==> src/rtl/seg7_result_decoder_if.sv <==
// rtl/seg7_result_decoder_if.sv - display pattern in, decoded result/flags/counters out
interface seg7_result_decoder_if #(
  parameter int CNT_W = 8
);
  logic [7:0]       seg_i;
  logic             err_i;
  logic [3:0]       val_o;
  logic             ovf_o;
  logic             unf_o;
  logic             inv_o;
  logic             valid_o;
  logic [CNT_W-1:0] cnt_ok_o;
  logic [CNT_W-1:0] cnt_err_o;

  modport master (
    output seg_i, err_i,
    input  val_o, ovf_o, unf_o, inv_o, valid_o, cnt_ok_o, cnt_err_o
  );

  modport slave (
    input  seg_i, err_i,
    output val_o, ovf_o, unf_o, inv_o, valid_o, cnt_ok_o, cnt_err_o
  );
endinterface

==> src/rtl/seg7_result_decoder.sv <==
// rtl/seg7_result_decoder.sv - debounced seven-segment/LED decoder to signed result; SEG7_DEC_STATS_EN enables event counters
module seg7_result_decoder #(
  parameter int STABLE_CYCLES = 4,
  parameter int CNT_W         = 8
) (
  input  logic                 clk_2,
  input  logic                 reset_n,
  seg7_result_decoder_if.slave bus
);

  typedef enum logic [1:0] {IDLE, SETTLE, EMIT} state_t;

  localparam logic [7:0] LAST_COUNT = 8'(STABLE_CYCLES - 1);

  state_t     state;
  logic [8:0] cur;
  logic [8:0] samp;
  logic [8:0] last;
  logic       have_last;
  logic [7:0] stab_cnt;

  logic [3:0] val_q;
  logic       ovf_q, unf_q, inv_q, valid_q;

  logic [2:0] digit;
  logic       digit_ok;
  logic [3:0] dec_val;
  logic       dec_ovf, dec_unf, dec_inv;

  assign cur = {bus.err_i, bus.seg_i};

  // Previous-sample register; the FSM compares the live input against it.
  always_ff @(posedge clk_2 or negedge reset_n) begin
    if (!reset_n) samp <= '0;
    else          samp <= cur;
  end

  // Decode the settled code held in samp into value and flags.
  always_comb begin
    digit    = 3'd0;
    digit_ok = 1'b1;
    dec_val  = 4'd0;
    dec_ovf  = 1'b0;
    dec_unf  = 1'b0;
    dec_inv  = 1'b0;
    case (samp[6:0])
      7'b0111111: digit = 3'd0;
      7'b0000110: digit = 3'd1;
      7'b1011011: digit = 3'd2;
      7'b1001111: digit = 3'd3;
      7'b1100110: digit = 3'd4;
      default:    digit_ok = 1'b0;
    endcase
    if (samp[8]) begin
      if (samp[7:0] == 8'b00111111)      dec_ovf = 1'b1;
      else if (samp[7:0] == 8'b00111110) dec_unf = 1'b1;
      else                               dec_inv = 1'b1;
    end else if (!digit_ok || (!samp[7] && digit == 3'd4) || (samp[7] && digit == 3'd0)) begin
      dec_inv = 1'b1;
    end else begin
      dec_val = samp[7] ? (4'd0 - {1'b0, digit}) : {1'b0, digit};
    end
  end

  // Stability FSM: qualify a new code, then register it and pulse valid for one cycle.
  always_ff @(posedge clk_2 or negedge reset_n) begin
    if (!reset_n) begin
      state     <= IDLE;
      stab_cnt  <= 8'd0;
      last      <= 9'd0;
      have_last <= 1'b0;
      val_q     <= 4'd0;
      ovf_q     <= 1'b0;
      unf_q     <= 1'b0;
      inv_q     <= 1'b0;
      valid_q   <= 1'b0;
    end else begin
      valid_q <= 1'b0;
      case (state)
        IDLE: begin
          if (!have_last || cur != last) begin
            state    <= SETTLE;
            stab_cnt <= 8'd1;
          end
        end
        SETTLE: begin
          if (have_last && cur == last) begin
            state <= IDLE;
          end else if (cur != samp) begin
            stab_cnt <= 8'd1;
          end else begin
            stab_cnt <= stab_cnt + 8'd1;
            if (stab_cnt == LAST_COUNT) state <= EMIT;
          end
        end
        EMIT: begin
          val_q     <= dec_val;
          ovf_q     <= dec_ovf;
          unf_q     <= dec_unf;
          inv_q     <= dec_inv;
          valid_q   <= 1'b1;
          last      <= samp;
          have_last <= 1'b1;
          state     <= IDLE;
        end
        default: state <= IDLE;
      endcase
    end
  end

  assign bus.val_o   = val_q;
  assign bus.ovf_o   = ovf_q;
  assign bus.unf_o   = unf_q;
  assign bus.inv_o   = inv_q;
  assign bus.valid_o = valid_q;

`ifdef SEG7_DEC_STATS_EN
  logic [CNT_W-1:0] cnt_ok_q;
  logic [CNT_W-1:0] cnt_err_q;
  localparam logic [CNT_W-1:0] ONE = {{(CNT_W-1){1'b0}}, 1'b1};

  // Saturating event counters, one increment per accepted code.
  always_ff @(posedge clk_2 or negedge reset_n) begin
    if (!reset_n) begin
      cnt_ok_q  <= '0;
      cnt_err_q <= '0;
    end else if (state == EMIT) begin
      if (dec_ovf || dec_unf || dec_inv) begin
        if (cnt_err_q != '1) cnt_err_q <= cnt_err_q + ONE;
      end else begin
        if (cnt_ok_q != '1) cnt_ok_q <= cnt_ok_q + ONE;
      end
    end
  end

  assign bus.cnt_ok_o  = cnt_ok_q;
  assign bus.cnt_err_o = cnt_err_q;
`else
  assign bus.cnt_ok_o  = '0;
  assign bus.cnt_err_o = '0;
`endif

endmodule
==> src/flat_wrapper.sv <==
// flat-port wrapper written by rule: the top's interface ports become plain ports
module seg7_result_decoder_flat 
#(
  parameter int STABLE_CYCLES = 4,
  parameter int CNT_W         = 8
)
  (clk_2, reset_n, bus_seg_i, bus_err_i, bus_val_o, bus_ovf_o, bus_unf_o, bus_inv_o, bus_valid_o, bus_cnt_ok_o, bus_cnt_err_o);
  seg7_result_decoder_if #(.CNT_W(CNT_W)) bus_i ();
  input  logic clk_2;
  input  logic reset_n;
  input wire logic [$bits(bus_i.seg_i)-1:0] bus_seg_i;
  input wire logic [$bits(bus_i.err_i)-1:0] bus_err_i;
  output wire logic [$bits(bus_i.val_o)-1:0] bus_val_o;
  output wire logic [$bits(bus_i.ovf_o)-1:0] bus_ovf_o;
  output wire logic [$bits(bus_i.unf_o)-1:0] bus_unf_o;
  output wire logic [$bits(bus_i.inv_o)-1:0] bus_inv_o;
  output wire logic [$bits(bus_i.valid_o)-1:0] bus_valid_o;
  output wire logic [$bits(bus_i.cnt_ok_o)-1:0] bus_cnt_ok_o;
  output wire logic [$bits(bus_i.cnt_err_o)-1:0] bus_cnt_err_o;
  assign bus_i.seg_i = bus_seg_i;
  assign bus_i.err_i = bus_err_i;
  assign bus_val_o = bus_i.val_o;
  assign bus_ovf_o = bus_i.ovf_o;
  assign bus_unf_o = bus_i.unf_o;
  assign bus_inv_o = bus_i.inv_o;
  assign bus_valid_o = bus_i.valid_o;
  assign bus_cnt_ok_o = bus_i.cnt_ok_o;
  assign bus_cnt_err_o = bus_i.cnt_err_o;
  seg7_result_decoder #(.STABLE_CYCLES(STABLE_CYCLES), .CNT_W(CNT_W)) u_core (.clk_2(clk_2), .reset_n(reset_n), .bus(bus_i));
endmodule
==> config.mk <==
export PLATFORM = sky130hd
export DESIGN_NAME = seg7_result_decoder_flat
export DESIGN_NICKNAME = d
export VERILOG_FILES = /design/src/rtl/seg7_result_decoder_if.sv /design/src/rtl/seg7_result_decoder.sv /design/src/flat_wrapper.sv
export SDC_FILE = /design/constraint.sdc
export NUM_CORES = 1
export LEC_CHECK = 0
export ABC_CLOCK_PERIOD_IN_PS = 4770
export CAP_MARGIN = 20
export CORE_ASPECT_RATIO = 1.75
export CORE_UTILIZATION = 40
export DETAILED_ROUTE_END_ITERATION = 8
export RECOVER_POWER = 50
export SYNTH_ARGS = -nofsm -noshare
export SYNTH_HDL_FRONTEND = slang
export SYNTH_SLANG_ARGS = --single-unit
==> constraint.sdc <==
create_clock -name clk_2 -period 4.77 [get_ports clk_2]
set_clock_uncertainty 0.2 [all_clocks]
set_input_delay 0.7155 -clock clk_2 [delete_from_list [all_inputs] [get_ports clk_2]]
set_output_delay 0.7155 -clock clk_2 [all_outputs]
set_load 0.02 [all_outputs]
---- After elaboration in Yosys (flattened, before gate mapping) ----
Cells that the tools add are included.
W data, S select, Z words.
operators by class
  add/subtract/negate cells ............... 2
  $mul .................................... 0
  divide/modulo/power cells ............... 0
  order comparisons ....................... 0
  eq/ne operators ......................... 18
  shifts and indexed selects .............. 0
  multiplexer cells ....................... 24
  bitwise gates (word level) .............. 0
  reduce and logical (&&, ||, !) cells .... 15
operators with widths
  cell                   count
  $mux W8                3
  $eq A7 B7 Y1 const B   3
  $ne A9 B9 Y1           2
  $eq A8 B6 Y1 const B   2
  $pmux W8 S2            1
  $mux W4                3
  $pmux W3 S4            1
  $mux W1                11
  $eq A9 B9 Y1           1
  $add A8 B1 Y8 const B  1
  $eq A8 B2 Y1 const B   1
  $mux W2                4
  $eq A7 B3 Y1 const B   1
  $eq A7 B6 Y1 const B   1
  $reduce_and A3 Y1      2
  $reduce_or A5 Y1       1
  $pmux W2 S2            1
  $sub A1 B3 Y4 const A  1
  $eq A3 B3 Y1 const B   1
  $logic_and A1 B1 Y1    3
  $logic_not A1 Y1       3
  $logic_not A3 Y1       1
  $logic_or A1 B1 Y1     3
  $ne A3 B1 Y1 const B   1
  other kinds (7)        7
storage, ports and cells
  flip-flop bits (word level) ............. 37
  bits in latches ......................... 0
  memory bits (writable) .................. 0
  memory bits (read-only) ................. 0
  bits of input ports ..................... 11
  output and inout port bits .............. 24
  logic and storage cells ................. 69
  memories ................................ 0

---- Logic depth before layout (Yosys ltp) ----
  word-level depth ........................ 8
  depth in mapped cells ................... 10
  gate-level depth less buffers ........... 9

---- Worst setup path before layout ----
Ideal clock, no wire load.
  path kind ............................... reg-to-reg
  from .................................... reg u_core.samp[3]
  to ...................................... reg u_core.val_q[1], in the netlist u_core.bus.val_o[1]
  setup time .............................. 0.095 ns
  data arrival time ....................... 2.228 ns
  data required time ...................... 4.475 ns
  slack ................................... 2.247 ns
  stages on the path, launching flop included .. 11
  clock period less this slack ............ 2.523 ns
  path through ............................ dfrtp_1 > buf_2 > and2_1 > a21oi_1 > or4_1 > ha_1 > ha_1 > or2_2 > a21oi_1 > o21ai_1 > o31ai_1
on the way
  word-level cells in the longest chain between the ends .. 8
RTL lines
  what                                                                   RTL line                   source
  start, declared                                                        seg7_result_decoder.sv:17  logic [8:0] samp;
  start signal, assigned                                                 seg7_result_decoder.sv:35  else samp <= cur;
  parallel branches: the longest is 6 deep, another holds $sub A1 B3 Y4  n/a
  $mux W4 (*)                                                            seg7_result_decoder.sv:58  end else if (!digit_ok || (!samp[7] && digit == 3'd4) || (samp[7] && digit == 3'd0)) begin
  $mux W4 (*)                                                            seg7_result_decoder.sv:54  if (samp[8]) begin
  end signal, assigned                                                   seg7_result_decoder.sv:97  val_q <= dec_val;
  end, declared                                                          seg7_result_decoder.sv:22  logic [3:0] val_q;
Every way passes the cells marked *.
A chain may end at the register's enable or synchronous reset.

---- Final worst setup path ----
Same ends and word-level chain as after synthesis.

==> results.md <==
* Status: complete, but fails checks
* Failing checks: capacitance limit, slew limit
* Via density at 5.18
* GRT Util Overall at 17.2%
* FMAX at 0.349 GHz
* Synth Area in Adders at 2.42%
* Cell variety after synth at 41
* Maximum vdd drop at 0.163 mV
* Setup crit start kind: register
* Chip Height at 97.1 um
* RSZ-0062 raised after global routing: no
* Slew Limit Fails at 38
* Post-CTS resize count at 0
* Layout cells sized above 1 at 6.01%
* Max transition margin at -35.8%
* RePlAce Congestion at 0.797
* CP required at 4770 ps
* Place WS at 1740 ps
* Initial core utilization at 41.5%
* Final period demand of the worst path at 2870 ps
* Initial DRC count at 19
* Leak at 0.977 nW
* Max cap viols at 1
* Largest family of logic cells by synthesized area: simple AND/OR/NAND/NOR gates
* Vias in the first global route at 1,517
* DRC at 0
* Slack of the critical path at 1900 ps
* Worst Setup End Kind: register
* Worst Tran Pin Value at 2040 ps
* Post-CTS Setup Bufs at 0
* Reg clk slew, reported paths at 80 ps
* Mapped Area at 2070 um2
* CTS tree: yes
* Via count at 1,487
* Final core occ at 45.7%
* Clk_lat worst skew at 290 ps
* HP Class: reg -> reg
* XOR/XNOR Fraction of Synth Area at 10.1%
* P per Cell Area at 274 nW/um2
* Hold Path Origin: u_core.bus.ovf_o
* Crit. Startpoint: u_core.samp[3]
* Io pins at 35
* Design Power at 0.624 mW
* CP Class: reg -> reg
* Worst-path fanout max at 9
* Pin count of the biggest net entering global routing at 38
* Setup TNS at 0 ps
* N_diodes at 0
* Sink Count at 37
* FP Rows at 34
* H-tree depth at 2
* Post-DP HPWL at 3.00 mm
* Arr. time, crit path at 2860 ps
* Number of antenna violations at the first check in global routing at 0
* First-pass GRT wire length at 7.19 mm
* Post-synthesis register bit count at 37
* Post-DRT Antenna Nets at 0
* WL final at 4.13 mm
* CTS max path bufs at 2
* Total global routing overflow at 0
* Mapped Cells at 219
* First drt pass iteration count at 4
* Layout Area Growth over Synthesis at 10.0%
* Die area at 5470 um2
* Synth Area in Compound Gates at 9.26%
* Final nets at 247
* Number of port buffers at 18
* Core Area at 4980 um2
* Hold Fails Final Rpt at 0
* Root buffer cell: clkbuf_8
* Share of the clock period used by the worst path at 60.1%
* Post-Synth Simple-Gate Area at 21.9%
* Die width at 56.3 um
* Post-synthesis mux area share at 0.969%
* Hold_buf cts at 0
* Total CTS buffers at 5
* Ys Warns at 0
* Synthesized area per cell at 9.44 um2
* Final setup vio count at 0
* FF-to-FF Start: u_core.samp[3]
* Fin area at 2270 um2
* Area after DPL at 2180 um2
* Seq/Total Area, Yosys at 44.8%
* Drt wl/cell at 14.4 um
==> critical path, stage by stage (launching register included) <==
cell	delay [ps]
dfrtp_1	520
and2_1	280
a21oi_1	80
or4_1	440
ha_1	230
ha_1	180
or2_2	260
a21oi_1	170
o21ai_1	150
o31ai_1	260
==> flip-flops by register name, indices dropped and copies added (netlist names) <==
| register | count |
|---|---|
| u_core.samp | 9 |
| u_core.state | 2 |
| u_core.bus.valid_o | 1 |
| u_core.bus.val_o | 4 |
| u_core.last | 9 |
| u_core.stab_cnt | 8 |
| u_core.bus.inv_o | 1 |
| u_core.bus.unf_o | 1 |
| u_core.bus.ovf_o | 1 |
| u_core.have_last | 1 |
==> logic make-up after synthesis <==
group / after synthesis
and+or+nand+nor: 92
buffers and inverters: 33
xor gates and xnor gates: 23
DFF: 37
other: 1
AOI/OAI and AO/OA: 27
adders and majority gates: 4
muxes: 2
==> metal layers <==
metal	share of wire [%]	track usage (%)	vias to the layer above	wire length [um]
met5	0	0	-	0
met4	2.1	8.26	0	88
met3	2.8	2.93	7	114
met2	54	30.3	26	2220
met1	41	19.5	724	1700
li1	-	-	730	-
==> synthesized netlist by cell type <==
library cell	count	area share, %
o31ai_1	6	2.2
nand4b_1	3	1.3
buf_2	6	1.5
or4_1	2	0.73
nor2_1	5	0.91
and2_1	1	0.30
a21oi_1	4	0.97
ha_1	4	2.4
nand2b_1	6	1.8
or2_2	2	0.61
clkinv_1	1	0.18
o21bai_1	1	0.36
nor4b_2	1	0.73
nand4_1	5	1.5
xnor2_2	1	0.79
and3_1	3	0.91
a31oi_1	1	0.30
o32ai_1	1	0.42
or4b_1	1	0.48
o21ai_1	2	0.48
conb_1	1	0.18
o41ai_1	1	0.42
o31ai_2	1	0.61
mux2i_1	2	0.97
o21ai_0	4	0.97
o21a_1	1	0.36
inv_1	4	0.73
nor3_1	12	2.9
xor2_1	3	1.3
a21o_1	1	0.36
dfrtp_1	37	45
xnor2_1	19	8.1
a22o_1	2	0.85
a32o_1	2	0.97
nand3_1	2	0.48
nor2_2	1	0.30
nor4_1	2	0.61
nand2_1	46	8.4
buf_4	16	5.8
clkbuf_1	3	0.54
buf_6	3	1.6
==> worst paths after layout <==
check	endpoint	slack [ps]	depth (start not counted)
max	u_core.bus.val_o[1]	1900	9
min	u_core.bus.ovf_o	290	2
max reg2reg	u_core.bus.val_o[1]	1900	9
min reg2reg	u_core.bus.ovf_o	290	2
max in group asynchronous	u_core.last[5]	2410	1
min in group asynchronous	u_core.stab_cnt[3]	800	1
==> through the flow <==
| step | cells | hold WS (ps) |
|---|---|---|
| floorplan | 234 | 220 |
| global placement | 279 | 270 |
| detailed placement | 279 | 265 |
| CTS | 287 | 289 |
| global route | 287 | 298 |
| finish | 287 | 286 |
==> cell type report <==
cell class	instances	area [um2]
flip-flops and latches	37	926
clock inverters	1	5.00
clock buffers	7	96.3
repair buffers	19	178
fillers	492	2700
inverters	5	18.8
well taps	54	67.6
multi-input cells	164	983
==> power breakdown <==
part           leakage, nW  switching [mW]  internal (mW)
Sequential           0.486         0.00984          0.317
Clock               0.0542           0.115          0.131
Combinational        0.437          0.0329         0.0181
==> cells in the final DEF, fill, tap and decap left out, types with 2 or more instances in the layout <==
cell and n:
nand2_1 46, dfrtp_1 37, xnor2_1 19, conb_1 16, nor3_1 12, dlygate4sd3_1 9, clkdlybuf4s50_1 8, clkbuf_8 7
nand2b_1 6, o31ai_1 6, nand4_1 5, nor2_1 5, inv_1 4, a21oi_1 4, o21ai_0 4, ha_1 4
nand4b_1 3, xor2_1 3, and3_1 3, or4_1 2, mux2i_1 2, nor4_1 2, or2_2 2, o21ai_1 2
nand3_1 2, a22o_1 2, a32o_1 2, clkbuf_1 2
(Power assumes the default switching activity.)
